File: src/rtl/ifetch_queue_pkg.sv
// Shared types and constants for the instruction prefetch queue.
package ifetch_queue_pkg;

  localparam int WORD_W      = 32;
  localparam int INSTR_BYTES = 4;

  typedef enum logic [1:0] {
    BOOT,
    FETCH,
    WAIT,
    DRAIN
  } fetch_state_t;

  // Forces a byte address onto an instruction-word boundary.
  function automatic logic [WORD_W-1:0] word_align(input logic [WORD_W-1:0] addr);
    return addr & ~(WORD_W'(INSTR_BYTES - 1));
  endfunction

endpackage

File: src/rtl/ifq_buf.sv
// Circular buffer of fetched instructions with their addresses.
// One write port at the tail, two read ports at head and head+1.
module ifq_buf
  import ifetch_queue_pkg::*;
#(
  parameter int DEPTH = 8,
  parameter int PTR_W = 3
) (
  input  logic              clk,
  input  logic              rst_n,
  input  logic              push,
  input  logic              flush,
  input  logic [1:0]        take,
  input  logic [WORD_W-1:0] push_instr,
  input  logic [WORD_W-1:0] push_addr,
  output logic [WORD_W-1:0] instr1,
  output logic [WORD_W-1:0] instr2,
  output logic [WORD_W-1:0] addr1,
  output logic [WORD_W-1:0] addr2,
  output logic              valid1,
  output logic              valid2,
  output logic [PTR_W:0]    count_next
);

  logic [PTR_W-1:0]  head;
  logic [PTR_W-1:0]  tail;
  logic [PTR_W-1:0]  head_p1;
  logic [PTR_W:0]    count;
  logic [PTR_W:0]    pops;
  logic [WORD_W-1:0] instr_mem [DEPTH];
  logic [WORD_W-1:0] addr_mem  [DEPTH];

  // Pop count is the request clamped to what is stored; a flush cancels it.
  always_comb begin
    pops = '0;
    if (!flush) begin
      if (take >= 2'd2 && count >= (PTR_W+1)'(2)) begin
        pops = (PTR_W+1)'(2);
      end else if (take != 2'd0 && count != '0) begin
        pops = (PTR_W+1)'(1);
      end
    end
    count_next = flush ? '0 : count + (PTR_W+1)'(push) - pops;
  end

  // Pointer and occupancy registers; pointers wrap naturally at DEPTH.
  always_ff @(posedge clk or negedge rst_n) begin
    if (!rst_n) begin
      head  <= '0;
      tail  <= '0;
      count <= '0;
    end else if (flush) begin
      head  <= '0;
      tail  <= '0;
      count <= '0;
    end else begin
      head  <= head + pops[PTR_W-1:0];
      tail  <= tail + PTR_W'(push);
      count <= count_next;
    end
  end

  // Entry storage needs no reset: entries are only visible when counted.
  always_ff @(posedge clk) begin
    if (push) begin
      instr_mem[tail] <= push_instr;
      addr_mem[tail]  <= push_addr;
    end
  end

  // Read ports at head and head+1, zeroed when the entry is empty.
  always_comb begin
    head_p1 = head + PTR_W'(1);
    valid1  = (count != '0);
    valid2  = (count > (PTR_W+1)'(1));
    instr1  = valid1 ? instr_mem[head]   : '0;
    addr1   = valid1 ? addr_mem[head]    : '0;
    instr2  = valid2 ? instr_mem[head_p1] : '0;
    addr2   = valid2 ? addr_mem[head_p1]  : '0;
  end

endmodule

File: src/rtl/ifetch_queue.sv
// Prefetch queue: fetches words over req/ack, buffers them, and presents
// up to two in-order instructions per cycle; redirects flush and refetch.
module ifetch_queue
  import ifetch_queue_pkg::*;
#(
  parameter int DEPTH = 8,
  parameter int PTR_W = 3
) (
  input  logic              CLK,
  input  logic              RESET,
  input  logic [WORD_W-1:0] PC_init,
  input  logic              redirect,
  input  logic [WORD_W-1:0] redirect_addr,
  output logic              imem_req,
  output logic [WORD_W-1:0] imem_addr,
  input  logic              imem_ack,
  input  logic [WORD_W-1:0] imem_rdata,
  input  logic [1:0]        take,
  output logic [WORD_W-1:0] Instr1_out,
  output logic [WORD_W-1:0] Instr2_out,
  output logic [WORD_W-1:0] addr1_out,
  output logic [WORD_W-1:0] addr2_out,
  output logic              valid1,
  output logic              valid2
);

  fetch_state_t      state;
  fetch_state_t      state_next;
  logic [WORD_W-1:0] fetch_pc;
  logic [WORD_W-1:0] fetch_pc_next;
  logic [WORD_W-1:0] pend_addr;
  logic [WORD_W-1:0] pend_next;
  logic              req_next;
  logic              push;
  logic              flush;
  logic [PTR_W:0]    count_next;

  // fetch_pc is held while a request is outstanding, so it is the address.
  assign imem_addr = fetch_pc;

  ifq_buf #(
    .DEPTH(DEPTH),
    .PTR_W(PTR_W)
  ) u_buf (
    .clk       (CLK),
    .rst_n     (RESET),
    .push      (push),
    .flush     (flush),
    .take      (take),
    .push_instr(imem_rdata),
    .push_addr (fetch_pc),
    .instr1    (Instr1_out),
    .instr2    (Instr2_out),
    .addr1     (addr1_out),
    .addr2     (addr2_out),
    .valid1    (valid1),
    .valid2    (valid2),
    .count_next(count_next)
  );

  // State, fetch address, pending redirect target and request flag.
  always_ff @(posedge CLK or negedge RESET) begin
    if (!RESET) begin
      state     <= BOOT;
      fetch_pc  <= '0;
      pend_addr <= '0;
      imem_req  <= 1'b0;
    end else begin
      state     <= state_next;
      fetch_pc  <= fetch_pc_next;
      pend_addr <= pend_next;
      imem_req  <= req_next;
    end
  end

  // Fetch sequencing: redirect outranks everything except boot; a request
  // is only launched when the queue will have room for its word.
  always_comb begin
    state_next    = state;
    fetch_pc_next = fetch_pc;
    pend_next     = pend_addr;
    push          = 1'b0;
    flush         = 1'b0;
    case (state)
      BOOT: begin
        fetch_pc_next = word_align(PC_init);
        state_next    = FETCH;
      end
      FETCH: begin
        if (redirect) begin
          flush         = 1'b1;
          fetch_pc_next = word_align(redirect_addr);
          state_next    = WAIT;
        end else if (count_next < (PTR_W+1)'(DEPTH)) begin
          state_next = WAIT;
        end
      end
      WAIT: begin
        if (redirect) begin
          flush = 1'b1;
          if (imem_ack) begin
            fetch_pc_next = word_align(redirect_addr);
          end else begin
            pend_next  = word_align(redirect_addr);
            state_next = DRAIN;
          end
        end else if (imem_ack) begin
          push          = 1'b1;
          fetch_pc_next = fetch_pc + WORD_W'(INSTR_BYTES);
          state_next    = (count_next < (PTR_W+1)'(DEPTH)) ? WAIT : FETCH;
        end
      end
      DRAIN: begin
        if (redirect) begin
          flush     = 1'b1;
          pend_next = word_align(redirect_addr);
        end
        if (imem_ack) begin
          fetch_pc_next = redirect ? word_align(redirect_addr) : pend_addr;
          state_next    = WAIT;
        end
      end
      default: state_next = BOOT;
    endcase
    req_next = (state_next == WAIT) || (state_next == DRAIN);
  end

endmodule
File: config.mk
export PLATFORM = sky130hd
export DESIGN_NAME = ifetch_queue
export DESIGN_NICKNAME = d
export VERILOG_FILES = /design/src/rtl/ifetch_queue_pkg.sv /design/src/rtl/ifq_buf.sv /design/src/rtl/ifetch_queue.sv
export SDC_FILE = /design/constraint.sdc
export NUM_CORES = 1
export LEC_CHECK = 0
export ABC_CLOCK_PERIOD_IN_PS = 14420
export BUFFER_PORTS_ARGS = -buffer_cell sky130_fd_sc_hd__clkbuf_2
export CORE_UTILIZATION = 45
export CTS_BUF_LIST = sky130_fd_sc_hd__clkbuf_4
export CTS_CLUSTER_DIAMETER = 100
export DETAILED_ROUTE_END_ITERATION = 16
export GPL_TIMING_DRIVEN = 0
export SLEW_MARGIN = 20
export SYNTH_ARGS = -nofsm -noshare
export SYNTH_HDL_FRONTEND = slang
export SYNTH_HIERARCHICAL = 1
export SYNTH_SLANG_ARGS = --single-unit
File: constraint.sdc
create_clock -name CLK -period 14.42 [get_ports CLK]
set_clock_uncertainty 0.1 [all_clocks]
set_input_delay 2.884 -clock CLK [delete_from_list [all_inputs] [get_ports CLK]]
set_output_delay 2.884 -clock CLK [all_outputs]
set_load 0.05 [all_outputs]
# Word-level counts from Yosys, hierarchy flattened
# Memory sizes are Yosys's and may differ from the RTL's.
# Cells that the tools add are included.
[word_totals] out_inout_bits=163 regBits=77 wordCells=75 n_memories=2 mem_bits_rw=512 inputBits=102
[op_classes] reduce_logical=10 addsub=6 magnitude_cmp=4 muxes=36 n_eq_ne=10
[mem_list] name="u_buf.addr_mem" depth=8 word_bits=32 rd=2 rd_ports_with_merged_regs=0 write_ports=1 line="ifq_buf.sv:31" text="logic [WORD_W-1:0] addr_mem [DEPTH];"
[mem_list] name="u_buf.instr_mem" depth=8 word_bits=32 rd=2 rd_ports_with_merged_regs=0 write_ports=1 line="ifq_buf.sv:30" text="logic [WORD_W-1:0] instr_mem [DEPTH];"
[op_table] cell="32-bit two-way mux" n=12
[op_table] cell="32-bit one-hot mux with 4 select lines" n=1
[op_table] cell="32-bit one-hot mux with 2 select lines" n=1
[op_table] cell="32-bit by 3-bit adder with 32-bit output, second input constant" n=1
[op_table] cell="4-bit two-way mux" n=4
[op_table] cell="2-bit two-way mux" n=7
[op_table] cell="2-bit inequality test, second input constant" n=5
[op_table] cell="2-bit equality test, second input constant" n=4
[op_table] cell="1-bit two-way mux" n=8
[op_table] cell="2-bit one-hot mux with 4 select lines" n=1
[op_table] cell="3-bit two-way mux" n=2
[op_table] cell="3-bit AND reduction" n=2
[op_table] cell="4-bit by 1-bit adder with 4-bit output" n=1
[op_table] cell="4-bit by 2-bit >= comparator with 1-bit output, second input constant" n=1
[op_table] cell="4-bit by 1-bit > comparator with 1-bit output, second input constant" n=1
[op_table] cell="4-bit less-than comparator, second input constant" n=1
[op_table] cell="2-bit nonzero test" n=2
[op_table] cell="4-bit nonzero test" n=1
[op_table] cell="4-bit subtractor" n=1
[op_table] cell="3-bit by 1-bit adder with 3-bit output" n=1
[op_table] cell="3-bit by 1-bit adder with 3-bit output, second input constant" n=1
[op_table] cell="3-bit adder" n=1
[op_table] cell="3-bit OR reduction" n=1
[op_table] cell="2-bit by 1-bit equality test with 1-bit output, second input constant" n=1
[op_table] cell="4 further kinds" n=5

# Depth between registers and ports, before layout
[depth] word_depth=14 ltp_mapped=15 mapped_depth_nobuf=14

# By module
# Netlist, hierarchy kept.
[by_module_without_submodules] mod="ifq_buf" cells_per_inst=1331 area_per_inst_um2=24108.1 instances=1 seq_area_each_um2=15625.0
[by_module_without_submodules] mod="ifetch_queue" cells_per_inst=469 area_per_inst_um2=4216.5 instances=1 seq_area_each_um2=1651.6

# Least setup slack after synthesis
# No wires, ideal clock.
[synth_timing] path_kind="input -> register" from="input redirect" to="memory u_buf.addr_mem[0][0] (enable)" required_ps=13755 setup_ps=565 path_buffers=1 cell_stages=6 path_slack_ps=5562 arrival_ps=8194 cell_sequence="buf_2 nor2_1 nand2_1 inv_1 nand2b_1 nor3_1"
[synth_via] elab_chain_cells=4
[synth_rtl] item="start, declared" line="ifetch_queue.sv:12" text="input logic redirect,"
[synth_rtl] item="1-bit two-way mux" line="ifetch_queue.sv:99" text="if (redirect) begin"
[synth_rtl] item="1-bit two-way mux" line="ifetch_queue.sv:84" text="case (state)"
[synth_rtl] item="net push" line="ifetch_queue.sv:34" text="logic push;"
[synth_rtl] item="1-bit two-way mux" line="ifq_buf.sv:65" text="if (push) begin"
[synth_rtl] item="1-bit two-way mux (not written as such)" line="ifq_buf.sv:67" text="addr_mem[tail] <= push_addr;"
[synth_rtl] item="end, declared" line="ifq_buf.sv:31"
# The timed path passes the listed nets, and every way through them passes these cells.

# Final worst setup path
[layout_timing] from="register u_buf.count[2]" to="output Instr1_out[16]"
[layout_via] elab_chain_cells=2
[layout_rtl] item="start, declared" line="ifq_buf.sv:28" text="logic [PTR_W:0] count;"
[layout_rtl] item="start signal, assigned" line="ifq_buf.sv:59" text="count <= count_next;"
[layout_rtl] item="4-bit nonzero test" line="ifq_buf.sv:74" text="valid1 = (count != '0);"
[layout_rtl] item="32-bit two-way mux" line="ifq_buf.sv:76" text="instr1 = valid1 ? instr_mem[head] : '0;"
[layout_rtl] item="end, declared" line="ifetch_queue.sv:19" text="output logic [WORD_W-1:0] Instr1_out,"
# No other way between the ends.

==> run metrics <==
status=finished clean; CTS sink cnt=just under 600; Top delay family on crit path=buffers and inverters; gr usage total=between 20% and 30%; wire per inst=roughly 28 um; final period demand of the worst path=about 7.0 ns; dpl cells=around 3,000; crit path max-delay cell type=clkbuf_1; Worst path max stage delay=between 0.7 and 0.8 ns; drt drc=0; share of layout cells above drive strength 1=34.8%; Comb power frac=between 50% and 60%; number of synthesized flops with an enable pin=~500; first-pass GRT wire length=130 mm; CTS tree=built; Finish-stage setup viols=0; Initial Util=approximately 46%; post-route insts no fill=between 3,000 and 4,000; die span in x=between 200 and 300 um; Syn-to-layout area delta=18.4%; fin crit share=between 40% and 50%; Relative slew margins=between 30 and 40%; Worst-path clk slew=approximately 0.060 ns; CP Max Fanout=10; top_reg_cell synth=edfxtp_1; number of CTS-inserted buffers=160; final number of hold-violating endpoints=0; Yosys Warn Count=6; pin count of the biggest net entering global routing=50; vias in the first global route=a little over 20,000; pwr/cell area=between 200 and 300 nW/um2; Detail Placement HPWL=between 60 and 70 mm; Avg Vias per Cell=6.15; initial antenna violation count=2; hold slack=0.407 ns; LEAKAGE=0.0119 uW; Seq/Total Area, Yosys=61.0%; asr flop ratio synth=between 10 and 15%; post-CTS setup buffer count=0; std cell rows=roughly 90; WP data arrival=4.02 ns; Synth area leaders=edfxtp_1 54%, mux4_2 10%, mux2i_1 9.3%, dfrtp_1 6.7%, a22oi_1 3.5%; Die ar.=64,000 um2; #FFs+latches synth=just under 600; pre-CTS worst setup slack=slightly below 8 ns; sw power=about 4100 uW; synthesized area=28,300 um2; P_int=4460 uW; nets=2,380; Slew Viols, Final=0; Syn Inst Count=between 1,500 and 2,000; HP Class=reg -> reg; worst slew pin tran=0.998 ns; Seq pwr share=27.1%; Setup CP Type=reg -> out; Pre-antenna DRT Iters=8; Max Cap Viol=0; RSZ-0062 raised after global routing=no; grt total ovfl=0; GP Congestion=between 0.9 and 1; # IOs=around 270; Setup crit end kind=output port; hold buffers post-CTS=0; Initial DRC Count=approximately 2,000; peak supply drop=~0.14 mV; final worst slack=around 7.4 ns; CP bufs+invs=4; Core ar.=61,900 um2; H-Tree Level Count=4; Final ANT Viol Nets=0; Yosys top cell by area=edfxtp_1; DR vias=a little under 20,000; clock buffer depth=3; total negative slack=0 ns; Clock Power Share=17.4%; post-synthesis net count=1,915; Port Buf Inserts=259; critical-path cell list=inv_1 -> ha_1 -> nand2b_1 -> nand2b_1 -> clkbuf_1 -> clkbuf_1 -> and3_1 -> clkbuf_2; most frequent cell after synthesis=edfxtp_1; Sw Ratio=48.0%; startpoint types=flip-flop; # resized after CTS=0; Worst EP required=about 11 ns; top cells by count, synth=512 x edfxtp_1, 264 x mux2i_1, 131 x a22oi_1, 128 x mux4_2, 76 x dfrtp_1; overall routed net length=89.2 mm; f_max=between 100 and 150 MHz; clock root buffer=clkbuf_4; overall power=roughly 8600 uW; clk_lat worst skew=just under 1 ns; die height=around 250 um; Distinct cells, synth=69; Synth top area share=roughly 54%; Synth Area per Inst=15.7 um2
==> logic make-up (layout without fill, tap and decap cells) <==
family                     Yosys count  count (layout)  synth area share (%)
other                                0               1                     0
buffers and inverters              162             744                  3.24
AOI/OAI and AO/OA                  361             361                  9.37
adders and majority gates           13              13                 0.627
xor gates and xnor gates             9               9                 0.278
DFF                                588             588                  61.0
muxes                              426             426                  20.9
and+or+nand+nor                    241             241                  4.63
==> path summary, 6_finish.rpt <==
path | start | to | slack [ns] | depth (start not counted)
min in group asynchronous | RESET | imem_addr[13]$_DFFE_PN0P_ | 1.80 | 1
max in group asynchronous | RESET | u_buf/count[1]$_DFF_PN0_ | 11.78 | 2
setup reg to reg | state[0]$_DFF_PN0_ | state[0]$_DFF_PN0_ | 10.18 | 14
hold reg to reg | pend_addr[21]$_DFFE_PN0P_ | pend_addr[21]$_DFFE_PN0P_ | 0.41 | 1
setup / recovery | u_buf/count[2]$_DFF_PN0_ | Instr1_out[16] | 7.41 | 8
hold / removal | pend_addr[21]$_DFFE_PN0P_ | pend_addr[21]$_DFFE_PN0P_ | 0.41 | 1
==> metrics by stage <==
| stage | cell area, um2 | util, % |
|---|---|---|
| floorplan | 28300 | - |
| global placement | 30700 | 49.5 |
| detailed placement | 31500 | 50.8 |
| CTS | 33500 | 54.1 |
| global route | 33500 | 54.1 |
| finish | 33500 | 54.1 |
==> sequential cells by signal, indices dropped and copies added (netlist names) <==
register,cells
u_buf/head,3
u_buf/instr_mem,256
imem_addr,32
state,1
pend_addr,32
u_buf/count,4
u_buf/tail,3
imem_req,1
u_buf/addr_mem,256
==> layer usage <==
| metal | up-vias | GRT usage (%) | wire, um |
|---|---|---|---|
| met3 | 208 | 6.53 | 7900 |
| met4 | 2 | 12.0 | 2950 |
| met2 | 1067 | 45.1 | 43100 |
| li1 | 8426 | - | - |
| met5 | - | 0 | 13 |
| met1 | 10086 | 36.7 | 35200 |
==> cell usage in the layout, fill, tap and decap left out, drive strengths merged, types with 4 or more instances in the layout <==
master and count:
nand2 33, and3 68, or2 4, a31oi 6
ha 11, dfrtp 76, inv 24, clkinv 41
a21oi 34, nand4 11, edfxtp 512, bufinv 4
mux2 34, and2 6, mux2i 264, xnor2 5
o21a 5, o21ai 45, nand3 16, nor2b 14
nand2b 14, nor2 47, mux4 128, a221o 8
a222oi 7, nor3 16, a22oi 131, buf 137
o31ai 4, o22ai 13, o221ai 5, a211oi 6
xor2 4, a22o 72, clkbuf 538
==> power by group through the flow <==
stage / clock network [uW] / registers (uW) / logic, uW
finish: 1490 / 2330 / 4750
global route: 1620 / 2350 / 4950
CTS: 1530 / 2320 / 4760
detailed placement: 0 / 2360 / 4760
global placement: 0 / 2360 / 4710
floorplan: 0 / 2410 / 3300
==> area by class of cell <==
class	count	area, um2
Sequential cell	588	17300
Tap cell	837	1050
Antenna cell	1	2.50
Multi-Input combinational cell	1050	10200
Timing Repair Buffer	303	2060
Clock inverter	49	305
Inverter	20	75.1
Clock buffer	230	1730
Buffer	142	843
Fill cell	5212	28400
No activity file was read; power rests on OpenSTA's default activity.
